===== src/rtl/pd_vote_if.sv =====
// rtl/pd_vote_if.sv - signal bundle between the phase-detector core and its loop environment
//
// Purpose: groups the run enable, sampled clock, counter/compare positions,
//          delay codes and the decision outputs of pd_vote.
// Ports (slave = pd_vote side):
//   enable           in   synchronous run enable
//   clk_out          in   DLL output, sampled raw at the strobe edge
//   M_counter, M     in   MW-bit loop counter and compare position
//   N_counter, N     in   NW-bit loop counter and compare position
//   Q, Q_next        in   QW-bit current and next delay code
//   COMP             out  last non-dead decision (1 = lead/UP)
//   UP, DN           out  one-cycle decision pulses
//   LOCK             out  lock flag
interface pd_vote_if #(
  parameter int MW = 2,
  parameter int NW = 4,
  parameter int QW = 10
);
  logic          enable;
  logic          clk_out;
  logic [MW-1:0] M_counter;
  logic [MW-1:0] M;
  logic [NW-1:0] N_counter;
  logic [NW-1:0] N;
  logic [QW-1:0] Q;
  logic [QW-1:0] Q_next;
  logic          COMP;
  logic          UP;
  logic          DN;
  logic          LOCK;

  modport master (
    output enable, clk_out, M_counter, M, N_counter, N, Q, Q_next,
    input  COMP, UP, DN, LOCK
  );

  modport slave (
    input  enable, clk_out, M_counter, M, N_counter, N, Q, Q_next,
    output COMP, UP, DN, LOCK
  );
endinterface


===== src/rtl/pd_vote.sv =====
// rtl/pd_vote.sv - majority-vote phase detector with holdoff and dither-based lock detection
//
// Purpose: samples clk_out at a programmable (M, N) counter position while the
//          delay code is settled, votes over VOTE_LEN samples and emits filtered
//          UP/DN decisions; counts non-monotone windows to raise LOCK.
// Ports:
//   clk_ext   in   the only clock, rising edge
//   Reset_PD  in   asynchronous active-high reset
//   pd        slave modport of pd_vote_if (inputs: enable, clk_out, counters,
//             compare positions, Q/Q_next; outputs: COMP, UP, DN, LOCK)
module pd_vote #(
  parameter int VOTE_LEN = 8,
  parameter int TH_HI    = 6,
  parameter int TH_LO    = 2,
  parameter int HOLDOFF  = 1,
  parameter int LOCK_CNT = 4
) (
  input  logic      clk_ext,
  input  logic      Reset_PD,
  pd_vote_if.slave  pd
);

  localparam int SW = $clog2(VOTE_LEN + 1);
  localparam int HW = (HOLDOFF > 0) ? $clog2(HOLDOFF + 1) : 1;
  localparam int LW = (LOCK_CNT > 0) ? $clog2(LOCK_CNT + 1) : 1;

  localparam logic [SW-1:0] S_LAST  = SW'(VOTE_LEN - 1);
  localparam logic [SW-1:0] TH_HI_V = SW'(TH_HI);
  localparam logic [SW-1:0] TH_LO_V = SW'(TH_LO);
  localparam logic [HW-1:0] HO_LAST = HW'((HOLDOFF > 0) ? HOLDOFF - 1 : 0);
  localparam logic [LW-1:0] LK_MAX  = LW'(LOCK_CNT);

  typedef enum logic [1:0] {IDLE, HOLD, COLLECT} state_t;
  typedef enum logic [1:0] {DIR_NONE, DIR_UP, DIR_DN} dir_t;

  // After an UP/DN decision the loop needs time to settle, so skip to HOLD
  // unless no holdoff is configured.
  localparam state_t POST = (HOLDOFF > 0) ? HOLD : COLLECT;

  state_t        state;
  dir_t          last_dir;
  logic [SW-1:0] s_cnt;
  logic [SW-1:0] lead_cnt;
  logic [HW-1:0] ho_cnt;
  logic [LW-1:0] lk_cnt;
  logic          comp_q;
  logic          up_q;
  logic          dn_q;
  logic          lock_q;

  logic          stb;
  logic [SW-1:0] total;
  logic          dec_up;
  logic          dec_dn;
  logic [LW-1:0] lk_inc;
  logic [LW-1:0] lk_nxt;

  always_comb begin
    stb    = pd.enable & (pd.M_counter == pd.M) & (pd.N_counter == pd.N) &
             (pd.Q == pd.Q_next);
    // Includes the current sample so the window-completing strobe counts.
    total  = lead_cnt + SW'(pd.clk_out);
    dec_up = (total >= TH_HI_V);
    dec_dn = !dec_up && (total <= TH_LO_V);
    lk_inc = (lk_cnt == LK_MAX) ? lk_cnt : lk_cnt + LW'(1);
    // DEAD or a reversal means the loop is dithering around the lock point;
    // a repeated direction means it is still slewing.
    lk_nxt = lk_inc;
    if (dec_up) begin
      if (last_dir == DIR_NONE)    lk_nxt = lk_cnt;
      else if (last_dir == DIR_UP) lk_nxt = '0;
    end else if (dec_dn) begin
      if (last_dir == DIR_NONE)    lk_nxt = lk_cnt;
      else if (last_dir == DIR_DN) lk_nxt = '0;
    end
  end

  always_ff @(posedge clk_ext or posedge Reset_PD) begin
    if (Reset_PD) begin
      state    <= IDLE;
      last_dir <= DIR_NONE;
      s_cnt    <= '0;
      lead_cnt <= '0;
      ho_cnt   <= '0;
      lk_cnt   <= '0;
      comp_q   <= 1'b0;
      up_q     <= 1'b0;
      dn_q     <= 1'b0;
      lock_q   <= 1'b0;
    end else begin
      up_q <= 1'b0;
      dn_q <= 1'b0;
      if (!pd.enable) begin
        // COMP deliberately keeps the last decision across a disable.
        state    <= IDLE;
        s_cnt    <= '0;
        lead_cnt <= '0;
        ho_cnt   <= '0;
        lk_cnt   <= '0;
        last_dir <= DIR_NONE;
        lock_q   <= 1'b0;
      end else begin
        case (state)
          IDLE: begin
            state    <= (HOLDOFF > 0) ? HOLD : COLLECT;
            s_cnt    <= '0;
            lead_cnt <= '0;
            ho_cnt   <= '0;
          end
          HOLD: begin
            if (stb) begin
              if (ho_cnt == HO_LAST) begin
                ho_cnt <= '0;
                state  <= COLLECT;
              end else begin
                ho_cnt <= ho_cnt + HW'(1);
              end
            end
          end
          COLLECT: begin
            if (stb) begin
              if (s_cnt == S_LAST) begin
                s_cnt    <= '0;
                lead_cnt <= '0;
                lk_cnt   <= lk_nxt;
                lock_q   <= (lk_nxt == LK_MAX);
                if (dec_up) begin
                  comp_q   <= 1'b1;
                  up_q     <= 1'b1;
                  last_dir <= DIR_UP;
                  state    <= POST;
                end else if (dec_dn) begin
                  comp_q   <= 1'b0;
                  dn_q     <= 1'b1;
                  last_dir <= DIR_DN;
                  state    <= POST;
                end
              end else begin
                s_cnt    <= s_cnt + SW'(1);
                lead_cnt <= total;
              end
            end
          end
          default: state <= IDLE;
        endcase
      end
    end
  end

  assign pd.COMP = comp_q;
  assign pd.UP   = up_q;
  assign pd.DN   = dn_q;
  assign pd.LOCK = lock_q;

endmodule


===== src/flat_wrapper.sv =====
// flat-port wrapper written by rule: the top's interface ports become plain ports
module pd_vote_flat 
#(
  parameter int VOTE_LEN = 8,
  parameter int TH_HI    = 6,
  parameter int TH_LO    = 2,
  parameter int HOLDOFF  = 1,
  parameter int LOCK_CNT = 4
)
  (clk_ext, Reset_PD, pd_enable, pd_clk_out, pd_M_counter, pd_M, pd_N_counter, pd_N, pd_Q, pd_Q_next, pd_COMP, pd_UP, pd_DN, pd_LOCK);
  pd_vote_if #(.MW(2), .NW(4), .QW(10)) pd_i ();
  input  logic clk_ext;
  input  logic Reset_PD;
  input wire logic [$bits(pd_i.enable)-1:0] pd_enable;
  input wire logic [$bits(pd_i.clk_out)-1:0] pd_clk_out;
  input wire logic [$bits(pd_i.M_counter)-1:0] pd_M_counter;
  input wire logic [$bits(pd_i.M)-1:0] pd_M;
  input wire logic [$bits(pd_i.N_counter)-1:0] pd_N_counter;
  input wire logic [$bits(pd_i.N)-1:0] pd_N;
  input wire logic [$bits(pd_i.Q)-1:0] pd_Q;
  input wire logic [$bits(pd_i.Q_next)-1:0] pd_Q_next;
  output wire logic [$bits(pd_i.COMP)-1:0] pd_COMP;
  output wire logic [$bits(pd_i.UP)-1:0] pd_UP;
  output wire logic [$bits(pd_i.DN)-1:0] pd_DN;
  output wire logic [$bits(pd_i.LOCK)-1:0] pd_LOCK;
  assign pd_i.enable = pd_enable;
  assign pd_i.clk_out = pd_clk_out;
  assign pd_i.M_counter = pd_M_counter;
  assign pd_i.M = pd_M;
  assign pd_i.N_counter = pd_N_counter;
  assign pd_i.N = pd_N;
  assign pd_i.Q = pd_Q;
  assign pd_i.Q_next = pd_Q_next;
  assign pd_COMP = pd_i.COMP;
  assign pd_UP = pd_i.UP;
  assign pd_DN = pd_i.DN;
  assign pd_LOCK = pd_i.LOCK;
  pd_vote #(.VOTE_LEN(VOTE_LEN), .TH_HI(TH_HI), .TH_LO(TH_LO), .HOLDOFF(HOLDOFF), .LOCK_CNT(LOCK_CNT)) u_core (.clk_ext(clk_ext), .Reset_PD(Reset_PD), .pd(pd_i));
endmodule

===== config.mk =====
export PLATFORM = sky130hd
export DESIGN_NAME = pd_vote_flat
export DESIGN_NICKNAME = d
export VERILOG_FILES = /design/src/rtl/pd_vote_if.sv /design/src/rtl/pd_vote.sv /design/src/flat_wrapper.sv
export SDC_FILE = /design/constraint.sdc
export NUM_CORES = 1
export LEC_CHECK = 0
export BUFFER_PORTS_ARGS = -buffer_cell sky130_fd_sc_hd__buf_4
export CORE_MARGIN = 4
export CORE_UTILIZATION = 56
export DETAILED_ROUTE_END_ITERATION = 10
export GPL_TIMING_DRIVEN = 0
export PLACE_DENSITY = 0.85
export SETUP_SLACK_MARGIN = 0.5
export SLEW_MARGIN = 0
export SYNTH_ARGS = -nofsm -noshare
export SYNTH_HDL_FRONTEND = slang
export SYNTH_SLANG_ARGS = --single-unit

===== constraint.sdc =====
create_clock -name clk_ext -period 3.15 [get_ports clk_ext]
set_input_delay 0.315 -clock clk_ext [delete_from_list [all_inputs] [get_ports clk_ext]]
set_output_delay 0.315 -clock clk_ext [all_outputs]
set_load 0.005 [all_outputs]

# == Word level (Yosys, flattened, before mapping) ==
# Index checks and enable logic that the tools add are counted.
# W data, S select, Z words.
# word_totals
inputBits,36
regBits,20
elab_cells,105
# op_classes
n_reduce_logical,11
bitwise,3
addsub,4
eq_ne,21
magnitude_cmp,2
muxes,54
# ops
operator,count
$mux W3,11
$mux W2,13
$mux W4,6
$mux W1,20
$pmux W4 S2,2
$eq A10 B10 Y1,1
$reduce_and A5 Y1,2
$ne A3 B1 Y1 const B,3
$ne A3 B2 Y1 const B,3
$eq A3 B3 Y1 const B,2
$ne A2 B1 Y1 const B,3
$pmux W2 S3,1
$add A4 B1 Y4,1
$add A4 B1 Y4 const B,1
$eq A2 B1 Y1 const B,2
$eq A2 B2 Y1 const B,2
$eq A4 B3 Y1 const B,1
$eq A4 B4 Y1,1
$ge A4 B3 Y1 const B,1
$le A4 B2 Y1 const B,1
$logic_not A2 Y1,2
$ne A4 B2 Y1 const B,1
$reduce_and A2 Y1,2
$reduce_and A4 Y1,1
other kinds (10),12

# == Depth between registers and ports, before layout ==
# Gate-level depths: netlist (run 1).
# depth
depth_word,11
mapped_depth,9

# == Worst setup path before layout (run 1) ==
# No wires, ideal clock.
# synth_path
path_kind,flip-flop to flip-flop
start,reg u_core.lead_cnt[0]
end,"reg u_core.lock_q, in the netlist u_core.pd.LOCK"
setup_ns,0.077
path_buffers,0
required_time_ns,3.073
arrival_ns,2.005
period_less_slack_ns,2.082
slack_ns,1.068
stages_incl_launch_ff,9
cell_sequence,dfrtp_1 > ha_1 > ha_1 > a21oi_1 > o21ai_2 > or2_1 > o311ai_2 > nand4_1 > o21ai_1
# synth_between
elab_chain_cells,11
word_cells_on_any_way,12
classes_between,add/sub: 1; order compare: 2; eq/ne: 1; mux: 6; reduce/logical: 2
# synth_rtl
item,line,text
from (decl),pd_vote.sv:43,logic [SW-1:0] lead_cnt;
from (signal assigned),pd_vote.sv:140,lead_cnt <= total;
$add A4 B1 Y4 (*),pd_vote.sv:62,total = lead_cnt + SW'(pd.clk_out);
$ge A4 B3 Y1,pd_vote.sv:63,dec_up = (total >= TH_HI_V);
$logic_not A1 Y1,pd_vote.sv:64,dec_dn = !dec_up && (total <= TH_LO_V);
$logic_and A1 B1 Y1,pd_vote.sv:64,
$mux W3,pd_vote.sv:72,end else if (dec_dn) begin
$mux W3 (*),pd_vote.sv:69,if (dec_up) begin
$eq A3 B3 Y1 (*),pd_vote.sv:126,lock_q <= (lk_nxt == LK_MAX);
$mux W1 (*),pd_vote.sv:122,if (s_cnt == S_LAST) begin
$mux W1 (*),pd_vote.sv:121,if (stb) begin
$mux W1 (*),pd_vote.sv:103,case (state)
$mux W1 (*),pd_vote.sv:93,if (!pd.enable) begin
to (signal assigned),pd_vote.sv:126,
to (decl),pd_vote.sv:49,logic lock_q;
# Every way passes the cells marked *; elsewhere a longest branch is shown, timed or not. The select of a mux whose other input is x is not followed.
# A chain may end at the register's enable or synchronous reset.

# == Worst setup path in the final report (run 1) ==
# Same ends and word-level chain as after synthesis.

==> results.py, run 1 <==
metrics = {
    "status": {
        "outcome": "completed",
    },
    "clock_network": {
        "cts_buffers": 3,
        "cts_tree": "built",
        "clock_sinks": 19,
        "cts-root-buf": "clkbuf_4",
        "htree_num_levels": 1,
        "cts_setup_buffers": 0,
        "max-clock-path-buffers": 2,
        "cts_resized": 0,
        "holdBufCountCts": 0,
        "clk_latency_ns": 0.30,
        "clk_pin_slew_ns": 0.11,
    },
    "worst_hold_path": {
        "hold_class": "primary input to async pin",
    },
    "global_route": {
        "grt_max_degree": 20,
        "gr-total-overflow": 0,
        "grt_antenna_before_repair": 0,
        "first_global_vias": 1435,
        "groute.usage.overall": 0.229,
        "grt_pass1_wl_mm": 6.18,
    },
    "floorplan": {
        "core.rowCount": 18,
        "core_area_mm2": 0.00245,
        "top_level_ports": 40,
        "die_w_um": 58.5,
        "die_area_mm2": 0.00342,
        "die_h_um": 58.5,
        "initial_core_util": 0.581,
    },
    "finish": {
        "fillCellCount": 198,
        "num-nets-final": 249,
        "drive_above_1_share": 0.256,
        "antenna-diode-count": 0,
        "area_growth_pct": 25.0,
        "multi_input_area_um2": 900,
        "final_core_util": 0.726,
        "seq_area_um2": 475,
    },
    "synth": {
        "yosysUniqueCellTypes": 43,
        "synth.net_count": 205,
        "syn_inst": 164,
        "synth-seq-cells": 19,
        "postSynthAreaPerCell_um2": 8.70,
        "ys_seq_area_frac": 0.333,
        "synth_area_mm2": 0.00143,
        "synth-warning-count": 0,
    },
    "power": {
        "p_sw_frac": 0.237,
        "clkPwrFrac": 0.283,
        "power.internal_uw": 338,
        "comb_power_share": 0.163,
        "p_sw_uw": 105,
        "peakVddDrop_mv": 0.193,
        "powerDensity_mw_per_mm2": 248,
        "p_leak_nw": 0.768,
        "p_seq_frac": 0.554,
    },
    "sta": {
        "skew_ns": 0.00618,
        "worst_slack_ns": 0.756,
        "rsz0062_at_grt": "false",
        "period_needed_ns": 2.39,
        "fmax_mhz": 418,
        "setup_violations": 0,
        "final_max_slew_viol_count": 0,
        "hold_violations": 0,
        "maxSlewHeadroom": 0.507,
        "period_share": 0.760,
        "tightestPinTransition_ns": 0.739,
        "setup_tns_ns": 0,
    },
    "run": {
        "cap_violations": 0,
    },
    "worst_setup_path": {
        "cpMaxStageDelayCell": "dfrtp_1",
        "crit_buf_inv": 0,
        "r2r-end": "u_core.pd.LOCK",
        "rrSetupSlack_ns": 0.76,
        "criticalPathCategory": "flip-flop to flip-flop",
        "critPathTopFamily": "compound AO/OA/AOI/OAI gates",
        "required_ns": 3.38,
        "setup.worst_path.end_class": "flip-flop",
        "r2r-start": "u_core.lead_cnt[0]",
        "crit_path_cell_trace": "ha_1, ha_1, a21oi_1, o21ai_2, or2_1, o311ai_2, nand4_1, o21ai_1",
        "arrival_ns": 2.63,
        "crit_path_max_fanout": 7,
        "startpoint_type": "flip-flop",
        "rr_worst_depth": 8,
        "crit_top_cell": "ha_1",
        "max_stage_delay_ns": 0.40,
    },
    "routing": {
        "drc": 0,
        "antenna_left": 0,
        "first_pass_iters": 5,
        "via_count": 1384,
        "avgRoutedWirePerCell_um": 14.2,
        "drt_wl_total_mm": 3.36,
        "drt_first_iter_violations": 82,
        "vias_per_cell": 5.84,
    },
    "place": {
        "gp_congestion": 0.809,
        "io_buffers": 39,
        "post-place-ws_ns": 0.701,
        "post-dp-hpwl_mm": 2.76,
    },
}
## layer usage
layer  vias to the layer above  part of all wire  GRT usage
met3                         5             0.065     0.0351
li1                        683                 -          -
met5                         -                 0          0
met2                        59              0.51      0.404
met4                         0             0.012     0.0629
met1                       637              0.41      0.288
## cell type report
type	instances	share of cell area
Multi-Input combinational cell	134	0.505
Sequential cell	19	0.267
Timing Repair Buffer	39	0.164
Tap cell	30	0.0211
Buffer	5	0.0161
Clock buffer	4	0.0147
Inverter	6	0.0126
## kinds of logic (layout without fill, tap and decap cells)
family / Yosys count / after routing / synth area share
xor gates and xnor gates: 18 / 18 / 0.111
DFF: 19 / 19 / 0.333
muxes: 3 / 3 / 0.0211
AOI/OAI and AO/OA: 45 / 45 / 0.218
and+or+nand+nor: 63 / 63 / 0.237
buffers and inverters: 11 / 54 / 0.0360
adders and majority gates: 5 / 5 / 0.0439
## sequential cells by signal, summed over array words and instances, names as in the netlist
name	count
u_core.lk_cnt	3
u_core.pd.LOCK	1
u_core.pd.COMP	1
u_core.lead_cnt	4
u_core.pd.DN	1
u_core.s_cnt	4
u_core.state	2
u_core.pd.UP	1
u_core.last_dir	2
## metrics by stage
stage | area (µm²) | hold slack, ns | power, mW | cells
final | 1780 | 0.129 | 0.443 | 237
after global routing | 1780 | 0.192 | 0.466 | 237
after CTS | 1780 | 0.145 | 0.447 | 237
after detailed placement | 1760 | 0.480 | 0.323 | 233
after global placement | 1760 | 0.460 | 0.321 | 233
after floorplan | 1430 | 0.266 | 0.281 | 164
## cells in the final DEF (no fill, tap or decap), drive strengths merged, types with 2 or more instances in the layout
cell | synthesis | routed
nand3 | 9 | 9
clkbuf | 2 | 6
nand3b | 5 | 5
a31oi | 3 | 3
o211ai | 3 | 3
buf | 3 | 42
mux2i | 3 | 3
nor3b | 2 | 2
nor3 | 4 | 4
ha | 5 | 5
o21ai | 16 | 16
a21oi | 7 | 7
o21a | 4 | 4
or2 | 2 | 2
nor2 | 13 | 13
inv | 6 | 6
xnor2 | 18 | 18
nand4 | 6 | 6
o31ai | 2 | 2
and2 | 3 | 3
nand2 | 14 | 14
dfrtp | 19 | 19
## power by group through the flow
stage	clock, mW	combinational, mW	sequential (mW)
CTS	0.128	0.0733	0.245
floorplan	0	0.0307	0.250
finish	0.125	0.0721	0.245
global placement	0	0.0709	0.250
detailed placement	0	0.0733	0.250
global route	0.140	0.0806	0.246
## worst register-to-register path, cell delays in order (launching register included)
cell,delay [ns]
dfrtp_1,0.40
ha_1,0.27
ha_1,0.39
a21oi_1,0.22
o21ai_2,0.10
or2_1,0.29
o311ai_2,0.34
nand4_1,0.15
o21ai_1,0.17
## synth_stat cells
library cell	instances	share of area
dfrtp_1	19	0.33
xnor2_1	18	0.11
nand2_1	14	0.037
nor2_1	13	0.034
o21ai_0	11	0.039
nand3_1	8	0.028
a21oi_1	7	0.025
inv_1	6	0.016
nand4_1	6	0.026
ha_1	5	0.044
nand3b_1	5	0.026
o21a_1	4	0.021
o21ai_1	4	0.014
a31oi_1	3	0.013
and2_1	3	0.013
mux2i_1	3	0.021
nor3_1	3	0.011
o211ai_1	3	0.016
buf_2	2	0.0070
clkbuf_1	2	0.0053
nor3b_1	2	0.011
o31ai_1	2	0.011
a211oi_2	1	0.0088
a21bo_4	1	0.011
a21boi_0	1	0.0053
a221oi_1	1	0.0061
a22o_1	1	0.0061
a41o_1	1	0.0070
and3_1	1	0.0044
buf_6	1	0.0079
nand2b_1	1	0.0044
nand3_4	1	0.012
nor2b_1	1	0.0044
nor3_2	1	0.0070
nor4_1	1	0.0044
o21ai_2	1	0.0061
o221a_2	1	0.0079
o221ai_1	1	0.0061
o22ai_1	1	0.0044
o311ai_2	1	0.011
or2_1	1	0.0044
or2_2	1	0.0044
or4_1	1	0.0053
## worst max path at each step
stage,start,endpoint,slack [ns],cells past startpoint
after floorplan,u_core.lead_cnt[0],u_core.pd.LOCK,1.07,8
after global placement,pd_clk_out,u_core.pd.LOCK,0.80,9
after global routing,u_core.lead_cnt[0],u_core.pd.LOCK,0.63,8
after CTS,u_core.lead_cnt[0],u_core.pd.LOCK,0.73,8
final,u_core.lead_cnt[0],u_core.pd.LOCK,0.76,8
after detailed placement,pd_clk_out,u_core.pd.LOCK,0.70,9
Note: power is estimated with default switching activity, not from simulation.
==> inputs of run 2 (changes only) <==
--- a/config.mk
+++ b/config.mk
@@ -7,10 +7,10 @@
 export LEC_CHECK = 0
 export BUFFER_PORTS_ARGS = -buffer_cell sky130_fd_sc_hd__buf_4
 export CORE_MARGIN = 4
-export CORE_UTILIZATION = 56
+export CORE_UTILIZATION = 47
 export DETAILED_ROUTE_END_ITERATION = 10
 export GPL_TIMING_DRIVEN = 0
-export PLACE_DENSITY = 0.85
+export PLACE_DENSITY = 0.76
 export SETUP_SLACK_MARGIN = 0.5
 export SLEW_MARGIN = 0
 export SYNTH_ARGS = -nofsm -noshare
==> constraint.sdc (replaced) <==
create_clock -name clk_ext -period 2.12 [get_ports clk_ext]
set_input_delay 0.212 -clock clk_ext [delete_from_list [all_inputs] [get_ports clk_ext]]
set_output_delay 0.212 -clock clk_ext [all_outputs]
set_load 0.005 [all_outputs]
==> results.py, run 2 (synthesis gave the netlist of run 1 again) <==
metrics = {
    "power": {
        "power.internal_uw": 503,
        "peakVddDrop_mv": 0.219,
        "clkPwrFrac": 0.278,
        "powerDensity_mw_per_mm2": 325,
        "power_uw": 658,
        "p_sw_frac": 0.235,
        "p_seq_frac": 0.554,
        "comb_power_share": 0.168,
        "p_sw_uw": 155,
        "p_leak_nw": 0.865,
    },
    "finish": {
        "layout_commonest_cell": "buf_4",
        "num-nets-final": 261,
        "area_growth_pct": 41.8,
        "antenna-diode-count": 0,
        "most-common-layout-cells": "51 x buf_4, 19 x dfrtp_1, 18 x xnor2_1",
        "top_regs": "u_core.lead_cnt (4), u_core.s_cnt (4), u_core.lk_cnt (3)",
        "drive_above_1_share": 0.388,
        "stdcell_count": 250,
    },
    "clock_network": {
        "holdBufCountCts": 0,
        "clk_pin_slew_ns": 0.10,
        "clock_sinks": 19,
        "htree_num_levels": 1,
        "clk_latency_ns": 0.29,
        "cts_tree": "built",
        "max-clock-path-buffers": 2,
        "cts-root-buf": "clkbuf_4",
        "cts_buffers": 3,
    },
    "global_route": {
        "grt_max_degree": 20,
        "gr-total-overflow": 0,
        "first_global_vias": 1478,
        "grt_pass1_wl_mm": 6.12,
        "groute.usage.overall": 0.189,
        "grt_antenna_before_repair": 0,
    },
    "sta": {
        "fmax_mhz": 491,
        "worst_slack_ns": 0.0818,
        "hold_slack_ns": 0.0248,
        "rsz0062_at_grt": "true",
        "skew_ns": 0.00222,
        "setup_violations": 0,
        "tightestPinTransition_ns": 0.720,
        "final_max_slew_viol_count": 0,
        "period_needed_ns": 2.04,
        "hold_violations": 0,
        "maxSlewHeadroom": 0.519,
        "period_share": 0.961,
    },
    "routing": {
        "drt_first_iter_violations": 94,
        "first_pass_iters": 4,
        "avgRoutedWirePerCell_um": 15.0,
        "via_count": 1444,
        "drc": 0,
        "antenna_left": 0,
        "drt_wl_total_mm": 3.74,
        "vias_per_cell": 5.78,
    },
    "worst_setup_path": {
        "r2r-start": "u_core.lead_cnt[0]",
        "crit_start": "u_core.lead_cnt[0]",
        "max_stage_delay_ns": 0.42,
        "arrival_ns": 2.26,
        "startpoint_type": "flip-flop",
        "crit_path_cell_trace": "ha_4, ha_4, a21oi_4, o21ai_4, or2_4, o311ai_4, nand4_1, o21ai_1",
        "crit_path_max_fanout": 5,
        "required_ns": 2.34,
        "cpMaxStageDelayCell": "dfrtp_1",
        "criticalPathCategory": "flip-flop to flip-flop",
        "crit_top_cell": "ha_4",
        "setup.worst_path.end_class": "flip-flop",
    },
    "place": {
        "post-dp-hpwl_mm": 2.77,
        "io_buffers": 39,
        "gp_congestion": 0.867,
        "post-place-ws_ns": 0.00205,
        "placed_cells": 234,
    },
    "floorplan": {
        "top_level_ports": 40,
        "die_w_um": 63.1,
        "core_area_mm2": 0.00283,
        "die_area_mm2": 0.00398,
        "die_h_um": 63.1,
        "initial_core_util": 0.504,
        "core.rowCount": 19,
    },
    "run": {
        "cap_violations": 0,
    },
    "worst_hold_path": {
        "hold_class": "primary input to async pin",
    },
    "status": {
        "outcome": "completed",
    },
}
## run 2: cell count changes in the layout (fill, tap and decap cells not counted), sizes merged
| cell | previous run | this run |
|---|---|---|
| buf | 42 | 55 |
| clkbuf | 6 | 5 |
## run 2: worst paths after layout
kind / end / slack [ns] / cells after the start
max in group asynchronous: u_core.lk_cnt[1] / 1.64 / 2
min in group clk_ext: u_core.pd.UP / 0.33 / 4
min reg2reg: u_core.s_cnt[3] / 0.50 / 1
max reg2reg: u_core.pd.LOCK / 0.08 / 8
min: u_core.lead_cnt[2] / 0.02 / 2
max: u_core.pd.LOCK / 0.08 / 8
## run 2: routing by layer
metal | track usage | part of all wire
met2 | 0.333 | 0.51
met4 | 0.0882 | 0.022
met5 | 0 | 0
met3 | 0.0355 | 0.074
met1 | 0.220 | 0.39
## run 2: area by class of cell
type	instances	area [µm²]
well taps	31	38.8
plain buffers	5	32.5
inverters	6	22.5
multi-input cells	134	1040
repair buffers	51	387
fillers	204	807
clock buffers	4	26.3
flip-flops and latches	19	475
## run 2: through the flow
step           instance area [µm²]  utilization  setup TNS [ns]
2_1_floorplan                 1460            -               0
3_3_place_gp                  1790        0.632               0
3_5_place_dp                  1790        0.632               0
4_1_cts                       1850        0.654               0
5_1_grt                       2020        0.715         -0.0377
6_report                      2020        0.715               0
## run 2: worst max-delay path: cells and delay by family (launching register included)
| family | cells | cell delay, ns |
|---|---|---|
| compound gates | 4 | 0.67 |
| fa+ha+maj | 2 | 0.46 |
| simple gates | 2 | 0.41 |
| flops | 1 | 0.42 |
## run 2: power by group through the flow
stage                     sequential [mW]  combinational (mW)  clock, mW
after floorplan                     0.371              0.0461          0
after global placement              0.372               0.107          0
after detailed placement            0.372               0.110          0
after CTS                           0.365               0.111      0.187
after global routing                0.365               0.121      0.206
final                               0.365               0.111      0.183
## run 2: repair_timing
| item | CTS | global route |
|---|---|---|
| setup buffers | 4 | 8 |
| endpoints found under the setup margin | 10 | 14 |
| pin swaps | 8 | 12 |
| endpoints found under the hold margin | 0 | 0 |
| gates cloned | 0 | 0 |
| resized for setup | 3 | 29 |
